### config.mk
export PLATFORM = sky130hd
export DESIGN_NAME = benes_cfg_loader
export DESIGN_NICKNAME = d
export VERILOG_FILES = /design/src/rtl/benes_cfg_loader.sv
export SDC_FILE = /design/constraint.sdc
export NUM_CORES = 1
export LEC_CHECK = 0
export ABC_AREA = 1
export ABC_CLOCK_PERIOD_IN_PS = 1400
export CORE_UTILIZATION = 46
export CTS_CLUSTER_DIAMETER = 80
export DETAILED_ROUTE_END_ITERATION = 8
export GPL_ROUTABILITY_DRIVEN = 0
export PLACE_DENSITY_LB_ADDON = 0.1
export RECOVER_POWER = 50
export SLEW_MARGIN = 10
export SYNTH_ARGS = -nofsm -noshare
export SYNTH_HDL_FRONTEND = slang
export SYNTH_SLANG_ARGS = --single-unit
### constraint.sdc
create_clock -name clk -period 1.4 [get_ports clk]
set_clock_uncertainty 0.05 [all_clocks]
set_input_delay 0.35 -clock clk [delete_from_list [all_inputs] [get_ports clk]]
set_output_delay 0.35 -clock clk [all_outputs]
set_load 0.1 [all_outputs]
### src/rtl/benes_cfg_loader.sv
// Configuration loader for the 8x8 Benes network: collects per-stage switch words into a shadow
// register and commits the whole permutation atomically on a frame sync.
module benes_cfg_loader #(
    parameter int unsigned N_STAGES = 5,
    parameter int unsigned N_SW     = 4
) (
    input  logic                       clk,
    input  logic                       rst,
    input  logic [N_SW-1:0]            i_cfg_data,
    input  logic                       i_cfg_valid,
    output logic                       o_cfg_ready,
    input  logic                       i_cfg_abort,
    input  logic                       i_frame_sync,
    output logic [N_STAGES*N_SW-1:0]   o_switch_set,
    output logic                       o_commit,
    output logic                       o_cfg_busy,
    output logic [2:0]                 o_stage_cnt
);

    localparam int unsigned CfgW = N_STAGES * N_SW;
    localparam logic [2:0]  LastStage = 3'(N_STAGES - 1);

    typedef enum logic [0:0] {
        StLoad,
        StWaitSync
    } state_e;

    state_e            state_q;
    logic [2:0]        stage_cnt_q;
    logic [CfgW-1:0]   shadow_q;
    logic [CfgW-1:0]   switch_set_q;
    logic              commit_q;

    always_ff @(posedge clk) begin
        if (rst) begin
            state_q      <= StLoad;
            stage_cnt_q  <= 3'd0;
            shadow_q     <= '0;
            switch_set_q <= '0;
            commit_q     <= 1'b0;
        end else begin
            commit_q <= 1'b0;
            // Abort beats both a pending transfer and a coincident sync.
            if (i_cfg_abort) begin
                state_q     <= StLoad;
                stage_cnt_q <= 3'd0;
            end else begin
                unique case (state_q)
                    StLoad: begin
                        if (i_cfg_valid) begin
                            for (int unsigned s = 0; s < N_STAGES; s++) begin
                                if (stage_cnt_q == 3'(s)) begin
                                    shadow_q[s*N_SW +: N_SW] <= i_cfg_data;
                                end
                            end
                            stage_cnt_q <= stage_cnt_q + 3'd1;
                            if (stage_cnt_q == LastStage) begin
                                state_q <= StWaitSync;
                            end
                        end
                    end
                    StWaitSync: begin
                        if (i_frame_sync) begin
                            switch_set_q <= shadow_q;
                            stage_cnt_q  <= 3'd0;
                            commit_q     <= 1'b1;
                            state_q      <= StLoad;
                        end
                    end
                    default: begin
                        state_q     <= StLoad;
                        stage_cnt_q <= 3'd0;
                    end
                endcase
            end
        end
    end

    always_comb begin
        o_cfg_ready  = (state_q == StLoad) && !rst;
        o_cfg_busy   = (stage_cnt_q != 3'd0) || (state_q == StWaitSync);
        o_switch_set = switch_set_q;
        o_commit     = commit_q;
        o_stage_cnt  = stage_cnt_q;
    end

endmodule

; ---- After elaboration in Yosys (flattened, before gate mapping)
; Index checks and enable logic that the tools add are counted.
[word_totals]
ff_bits = 45
latch_bits = 0
ramBits = 0
mem_bits_ro = 0
inputBits = 9
output_inout_bits = 26
word_cells = 40
n_memories = 0
[classes]
add_sub_neg = 1
n_mul = 0
n_div = 0
order_cmp = 0
eq_ne = 6
n_shift = 0
muxes = 8
bitwise_logic = 2
n_reduce_logical = 14
[op_table]
columns = op, count
row1 = 4-bit AND reduction, 5
row2 = 3-bit by 2-bit == test with 1-bit output (second input constant), 2
row3 = 3-bit 2-to-1 mux, 2
row4 = 3-bit case mux with 2 select lines, 1
row5 = 1-bit 2-to-1 mux, 4
row6 = 2-bit inequality test (second input constant), 2
row7 = 3-bit by 1-bit adder with 3-bit output (second input constant), 1
row8 = 3-bit by 1-bit == test with 1-bit output (second input constant), 1
row9 = 3-bit == test (second input constant), 1
row10 = 3-bit logical NOT, 1
row11 = 3-bit AND reduction, 1
row12 = 3-bit nonzero test, 1
row13 = 3-bit OR reduction, 1
row14 = 1-bit NOT, 2
row15 = 1-bit case mux with 2 select lines, 1
row16 = 2-bit AND reduction, 1
row17 = 2-bit OR reduction, 1
row18 = 1-bit logical AND, 1
row19 = 1-bit logical NOT, 1
row20 = 1-bit logical OR, 1

; ---- Depth between registers and ports, before layout
; Gate-level depths: netlist of run 1.
[logic_depth]
word_depth = 4
mapped_depth = 7
mapped_depth_nobuf = 7

; ---- Worst setup path before layout of run 1
; Ideal clock, no wire load.
[synth_path]
path_type = register to register
start = register stage_cnt_q[0] (netlist: o_stage_cnt[0])
end = register shadow_q[0]
setup_ps = 114
arrival_ps = 2493
required_ps = 1236
setup_slack_ps = -1257
path_stages_with_launch = 7
n_path_buf = 0
period_less_slack_ps = 2657
path_cell_list = dfxtp_1 > inv_1 > ha_1 > nand2_1 > nor2_1 > nor2_1 > nor2_1
[synth_between]
elab_chain_cells = 2
[synth_lines]
columns = item, line
row1 = start: declaration, 29  ; logic [2:0] stage_cnt_q;
row2 = start signal: assignment, 56  ; stage_cnt_q <= stage_cnt_q + 3'd1;
row3 = 3-bit logical NOT, 52  ; if (stage_cnt_q == 3'(s)) begin
row4 = 4-bit AND reduction (no line), --
row5 = end signal: indexed assignment, 53  ; shadow_q[s*N_SW +: N_SW] <= i_cfg_data;
row6 = end: declaration, 30  ; logic [CfgW-1:0] shadow_q;
; No other way between the ends.
; A chain may end at the register's enable or synchronous reset.

; ---- Worst setup path after layout of run 1
[layout_path]
start = register stage_cnt_q[1] (netlist: o_stage_cnt[1])
end = output o_cfg_busy
[layout_between]
elab_chain_cells = 2
[layout_lines]
columns = item, line
row1 = 3-bit nonzero test, 81  ; o_cfg_busy = (stage_cnt_q != 3'd0) || (state_q == StWaitSync);
row2 = 1-bit logical OR, 81
row3 = end: declaration, 16  ; output logic o_cfg_busy,
; No other way between the ends.

==> flow_metrics.tcl, run 1 <==
set metrics [dict create \
    grt_pass1_vias 1564 \
    power.leakage_uw 0.001252 \
    path_clk_slew_ns 0.08 \
    rsz0062_at_grt "yes" \
    synth_top_area_share_pct 49.69 \
    setup_violations 3 \
    met1_usage_pct 25.14 \
    peakVddDrop_mv 0.5958 \
    share_comb_of_total_power_pct 9.3 \
    die_y_um 64.78 \
    coreArea_mm2 0.003716 \
    cp.required_ns 1.00 \
    worst_pin_slew_ns 0.2290 \
    crit_path_top_delay_cell "dfxtp_4" \
    ys_seq_elements 45 \
    start_util_pct 48.79 \
    drv_cap 0 \
    via_per_inst 4.908 \
    first_pass_iters 4 \
    use_met3_pct 5.282 \
    swShare_pct 23.29 \
    worstPathCellList "inv_4 > ha_4 > nand2_8 > buf_12" \
    drt_wl_total_um 4092 \
    timing.hold.ws_ns 0.4373 \
    final_cells 348 \
    die_area_mm2 0.004196 \
    min_path_type "reg -> reg" \
    grt_pass1_wl_um 7044 \
    cp.arrival_ns 1.11 \
    criticalPathCategory "reg -> out" \
    critPathMaxStageDelay_ns 0.37 \
    numClockSinks 45 \
    h-tree-depth 2 \
    finalCritPeriodShare_pct 107.9 \
    outcome "finished with violations" \
    grt-busiest-layer "met2" \
    clkPwrFrac_pct 38.9 \
    seq_power_share_pct 51.7 \
    grt.total_usage_pct 22.17 \
    fin_nets 313 \
    synth_area_mm2 0.001813 \
    slew_headroom_pct 84.71 \
    cts_tree "done" \
    cp.buffers_inverters 2 \
    power.total_uw 2499 \
    ys_seq_area_share_pct 49.69 \
    vias 1708 \
    clockRootBuffer "clkbuf_8" \
    drv_slew 0 \
    antennaDiodeCount 0 \
    drc 0 \
    antenna_found_initial 0 \
    placed_cells 333 \
    fmax_mhz 662.1 \
    hold_viol 0 \
    cts_buffers 5 \
    io_pins 35 \
    path_delay_family "flip-flops" \
    finish.instance_area_mm2 0.002821 \
    clock_latency_ns 0.30 \
    cts_max_path_buffers 2 \
    placed_area_mm2 0.002611 \
    violations "negative setup slack" \
    utilization_pct 75.93 \
    start_kind "flop" \
    drtIter0Drc 73 \
    syn_nets 261 \
    dieWidth_um 64.78 \
    postSynthCellCount 247 \
    grt_overflow 0 \
    p_switching_uw 582.2 \
    p_per_area_mw_per_mm2 885.9 \
    antenna_left 0 \
    dp_hpwl_um 2781 \
    drive_gt1_share_pct 26.00 \
    fin_crit_ns 1.510 \
    p_int_uw 1917 \
    synth_area_per_cell_um2 7.340 \
    row_count 22 \
    grt_max_degree 41 \
    crit_fanout 2 \
    ys_top_cells_by_area "dfxtp_1 (50%), nor2_1 (18%), nand2_1 (7.0%)" \
    met2_usage_pct 39.06 \
    hold_buffers 0 \
    fin_ws_ns -0.1103 \
    yosys_warnings 0 \
    area_growth_pct 55.62 \
    avgRoutedWirePerCell_um 11.76 \
    synth_cell_type_count 20 \
    setup.worst_path.end_class "output pin" \
    post-synth-top-area-cell "dfxtp_1" \
    port_buffers 34 \
]
==> logic make-up (layout without fill, tap and decap cells) <==
family                     count (synthesis)  in the layout  synth area share (%)
buffers and inverters                     25             78                 6.349
and+or+nand+nor                          144            144                 32.71
DFF                                       45             45                 49.69
adders and majority gates                  5              5                 3.451
AOI/OAI and AO/OA                         28             28                 7.799
==> registers in the layout, summed over array words and instances (netlist names) <==
| signal | cells |
|---|---|
| o_commit | 1 |
| o_stage_cnt | 3 |
| o_switch_set | 20 |
| shadow_q | 20 |
| state_q | 1 |
==> power groups by stage <==
stage	logic [uW]	registers [uW]	clock network (uW)
after CTS	223	1290	994
after global placement	210	1330	0
after global routing	254	1300	1050
final	233	1290	973
after detailed placement	213	1330	0
after floorplan	115	1340	0
==> cell usage after synthesis <==
cell type	number
buf_6	2
or2_2	1
dfxtp_1	45
and2_1	1
o21ai_1	3
buf_1	2
nand3_1	4
nor2_4	1
a21oi_1	6
clkbuf_1	2
buf_2	5
inv_1	14
nand2_2	1
o21ai_0	18
nor2_2	1
nand2_1	34
ha_1	5
o22ai_1	1
nor2_1	89
nand4_1	12
==> routing by layer <==
layer  vias up  share of wire (%)
met4         0                2.3
met3        11                3.2
li1        890                  -
met5         -                  0
met1       775                 43
met2        32                 51
==> cell type report <==
| type | instances | area (um2) |
|---|---|---|
| sequential | 45 | 915.9 |
| inverter | 14 | 57.56 |
| timing repair buffer | 56 | 787.0 |
| tap | 48 | 60.06 |
| clock buffer | 6 | 72.57 |
| fill | 257 | 894.6 |
| multi-input combinational | 177 | 889.6 |
| clock inverter | 2 | 38.79 |
==> layout by cell type, fill, tap and decap left out <==
| cell | instances |
|---|---|
| clkbuf_8 | 5 |
| buf_12 | 27 |
| clkbuf_1 | 1 |
| buf_6 | 2 |
| dfxtp_1 | 41 |
| dlygate4sd2_1 | 1 |
| clkinv_4 | 1 |
| nor2_4 | 5 |
| dlymetal6s2s_1 | 1 |
| inv_1 | 12 |
| nand2_8 | 1 |
| nand3_2 | 1 |
| buf_4 | 19 |
| nand2_1 | 32 |
| dfxtp_4 | 4 |
| o22ai_1 | 1 |
| a21oi_2 | 1 |
| and2_1 | 1 |
| inv_4 | 2 |
| o21ai_0 | 18 |
| o21ai_1 | 3 |
| nor2_2 | 4 |
| or2_4 | 1 |
| ha_4 | 2 |
| nor2_1 | 82 |
| ha_1 | 3 |
| a21oi_1 | 5 |
| nand2_2 | 2 |
| bufinv_16 | 1 |
| clkdlybuf4s50_1 | 6 |
| nand4_1 | 12 |
| nand3_1 | 3 |
==> stage by stage <==
step	setup TNS, ns	setup WS, ns
after floorplan	-0.3054	-0.04898
after global placement	-7.781	-0.2122
after detailed placement	-8.670	-0.2383
after CTS	-0.2592	-0.1181
after global routing	-0.7235	-0.1420
final	-0.1817	-0.1103
==> path summary, 6_finish.rpt <==
| kind | from | endpoint | slack, ns | cells past startpoint |
|---|---|---|---|---|
| hold reg to reg | shadow_q[14] | shadow_q[14] | 0.44 | 2 |
| setup reg to reg | o_stage_cnt[1] | o_stage_cnt[2] | -0.01 | 5 |
| setup / recovery | o_stage_cnt[1] | o_cfg_busy | -0.11 | 4 |
| hold / removal | shadow_q[14] | shadow_q[14] | 0.44 | 2 |
==> worst register-to-register path, stage by stage, from the launching register on <==
cell and delay (ns):
dfxtp_4 0.36, buf_4 0.16, ha_4 0.15, ha_1 0.26, or2_4 0.25, a21oi_2 0.12
==> timing repair <==
item,4_1_cts,5_1_grt
endpoints found under the hold margin,0,0
gates resized for setup,7,13
gates cloned,0,1
pin swaps,3,2
buffers inserted,5,1
setup endpoints to repair,2,29
(Power assumes the default switching activity.)
==> run 2, diff against run 1 <==
--- a/config.mk
+++ b/config.mk
@@ -7,6 +7,8 @@
 export LEC_CHECK = 0
 export ABC_AREA = 1
 export ABC_CLOCK_PERIOD_IN_PS = 1400
+export CAP_MARGIN = 20
+export CORE_MARGIN = 5
 export CORE_UTILIZATION = 46
 export CTS_CLUSTER_DIAMETER = 80
 export DETAILED_ROUTE_END_ITERATION = 8
==> flow_metrics.tcl, run 2 (same netlist as run 1, synthesis figures left out) <==
set metrics [dict create \
    vias 1661 \
    drc 0 \
    outcome "finished with violations" \
    violations "negative setup slack" \
    placed_area_mm2 0.002581 \
    grt_overflow 0 \
    crit_fanout 3 \
    fmax_mhz 653.7 \
    criticalPathCategory "reg -> out" \
    fin_nets 308 \
    cp.required_ns 1.00 \
    power.leakage_uw 0.001181 \
    cts_max_path_buffers 2 \
    row_count 22 \
    via_per_inst 4.843 \
    rsz0062_at_grt "yes" \
    power.total_uw 2371 \
    setup.worst_path.end_class "output pin" \
    cts_tree "done" \
    drv_slew 0 \
    cp.arrival_ns 1.13 \
    drtIter0Drc 85 \
    grt_pass1_vias 1557 \
    finalCritPeriodShare_pct 109.3 \
    die_area_mm2 0.005297 \
    antennaDiodeCount 0 \
    fin_crit_ns 1.530 \
    drv_cap 0 \
    grt.total_usage_pct 16.92 \
    die_y_um 72.78 \
    avgRoutedWirePerCell_um 12.57 \
    final_common_cell "nor2_1" \
    drt_wl_total_um 4313 \
    io_pins 35 \
    p_per_area_mw_per_mm2 903.0 \
    worst_pin_slew_ns 0.3163 \
    start_kind "flop" \
    numClockSinks 45 \
    clock_latency_ns 0.30 \
    hold_buffers 0 \
    hold_viol 0 \
    drive_gt1_share_pct 24.75 \
    antenna_left 0 \
    dp_hpwl_um 2938 \
    cts_buffers 5 \
    clockRootBuffer "clkbuf_8" \
    peakVddDrop_mv 0.5607 \
    coreArea_mm2 0.003744 \
    first_pass_iters 4 \
    final_cell_mix "nor2_1 (84), dfxtp_1 (41), nand2_1 (32), buf_4 (23), o21ai_0 (18)" \
    fin_ws_ns -0.1298 \
    start_util_pct 48.43 \
    min_path_type "in -> reg" \
    path_clk_slew_ns 0.09 \
    h-tree-depth 2 \
    dieWidth_um 72.78 \
    setup_violations 4 \
    antenna_found_initial 0 \
    slew_headroom_pct 78.83 \
    port_buffers 34 \
    grt_max_degree 30 \
    fill_cells 305 \
    grt_pass1_wl_um 7003 \
    finish.instance_area_mm2 0.002626 \
    area_growth_pct 44.86 \
]
## run 2: cell count changes in the layout (fill, tap and decap cells not counted), moves of 2 or more
| cell | change |
|---|---|
| buf_6 | +2 |
| buf_4 | +4 |
| buf_12 | -11 |
| nor2_1 | +2 |
## run 2: worst paths after layout
kind	slack, ns	start	endpoint	cells past startpoint
max	-0.13	o_stage_cnt[0]	o_cfg_busy	4
min	0.41	rst	o_commit	2
min reg2reg	0.44	shadow_q[10]	shadow_q[10]	2
max reg2reg	-0.03	o_stage_cnt[1]	o_stage_cnt[2]	5
## run 2: per-layer routing
| metal | track usage (%) | wire [um] |
|---|---|---|
| met1 | 19.88 | 1915 |
| met2 | 28.86 | 2159 |
| met3 | 5.096 | 183 |
| met4 | 6.352 | 54 |
| met5 | 0 | 0 |
## run 2: what timing repair did
| action | CTS | global route |
|---|---|---|
| resized for setup | 3 | 13 |
| endpoints found under the setup margin | 2 | 24 |
| setup buffers | 3 | 3 |
| pin swaps | 0 | 6 |
| hold endpoints to repair | 0 | 0 |
## run 2: area by class of cell
class	instances	area (um2)	area share, %
Timing Repair Buffer	51	616.8	23.49
Clock inverter	2	13.76	0.5241
Clock buffer	6	82.58	3.144
Inverter	14	55.05	2.096
Sequential cell	45	915.9	34.87
Multi-Input combinational cell	177	882.1	33.59
Tap cell	48	60.06	2.287
## run 2: report_power, final
part	internal, uW	switching [uW]	leakage (uW)
Clock	400	450	0.0000512
Sequential	1290	8.14	0.000367
Combinational	91.5	136	0.000764
## run 2: worst max-delay path: stages (launching register included)
cell and delay, ns:
dfxtp_4 0.37, inv_4 0.04, ha_4 0.17, nand2_8 0.07
buf_12 0.16
## run 2: stage by stage
stage | cells | worst slack, ns | hold WS, ns | setup TNS (ns) | utilization (%)
finish | 343 | -0.1298 | 0.4129 | -0.2399 | 70.15
global route | 343 | -0.1670 | 0.4213 | -1.493 | 70.15
CTS | 340 | -0.1567 | 0.4050 | -0.2282 | 72.23
detailed placement | 329 | -0.2430 | 0.4244 | -8.936 | 68.95
global placement | 329 | -0.1948 | 0.4170 | -7.681 | 68.95
floorplan | 247 | -0.04898 | 0.3724 | -0.3054 | -
==> run 3, diff against run 2 <==
--- a/config.mk
+++ b/config.mk
@@ -12,7 +12,7 @@
 export CORE_UTILIZATION = 46
 export CTS_CLUSTER_DIAMETER = 80
 export DETAILED_ROUTE_END_ITERATION = 8
-export GPL_ROUTABILITY_DRIVEN = 0
+export GPL_ROUTABILITY_DRIVEN = 1
 export PLACE_DENSITY_LB_ADDON = 0.1
 export RECOVER_POWER = 50
 export SLEW_MARGIN = 10
==> results of run 3 <==
No change in the layout: final DEF, timing and power equal those of run 2.
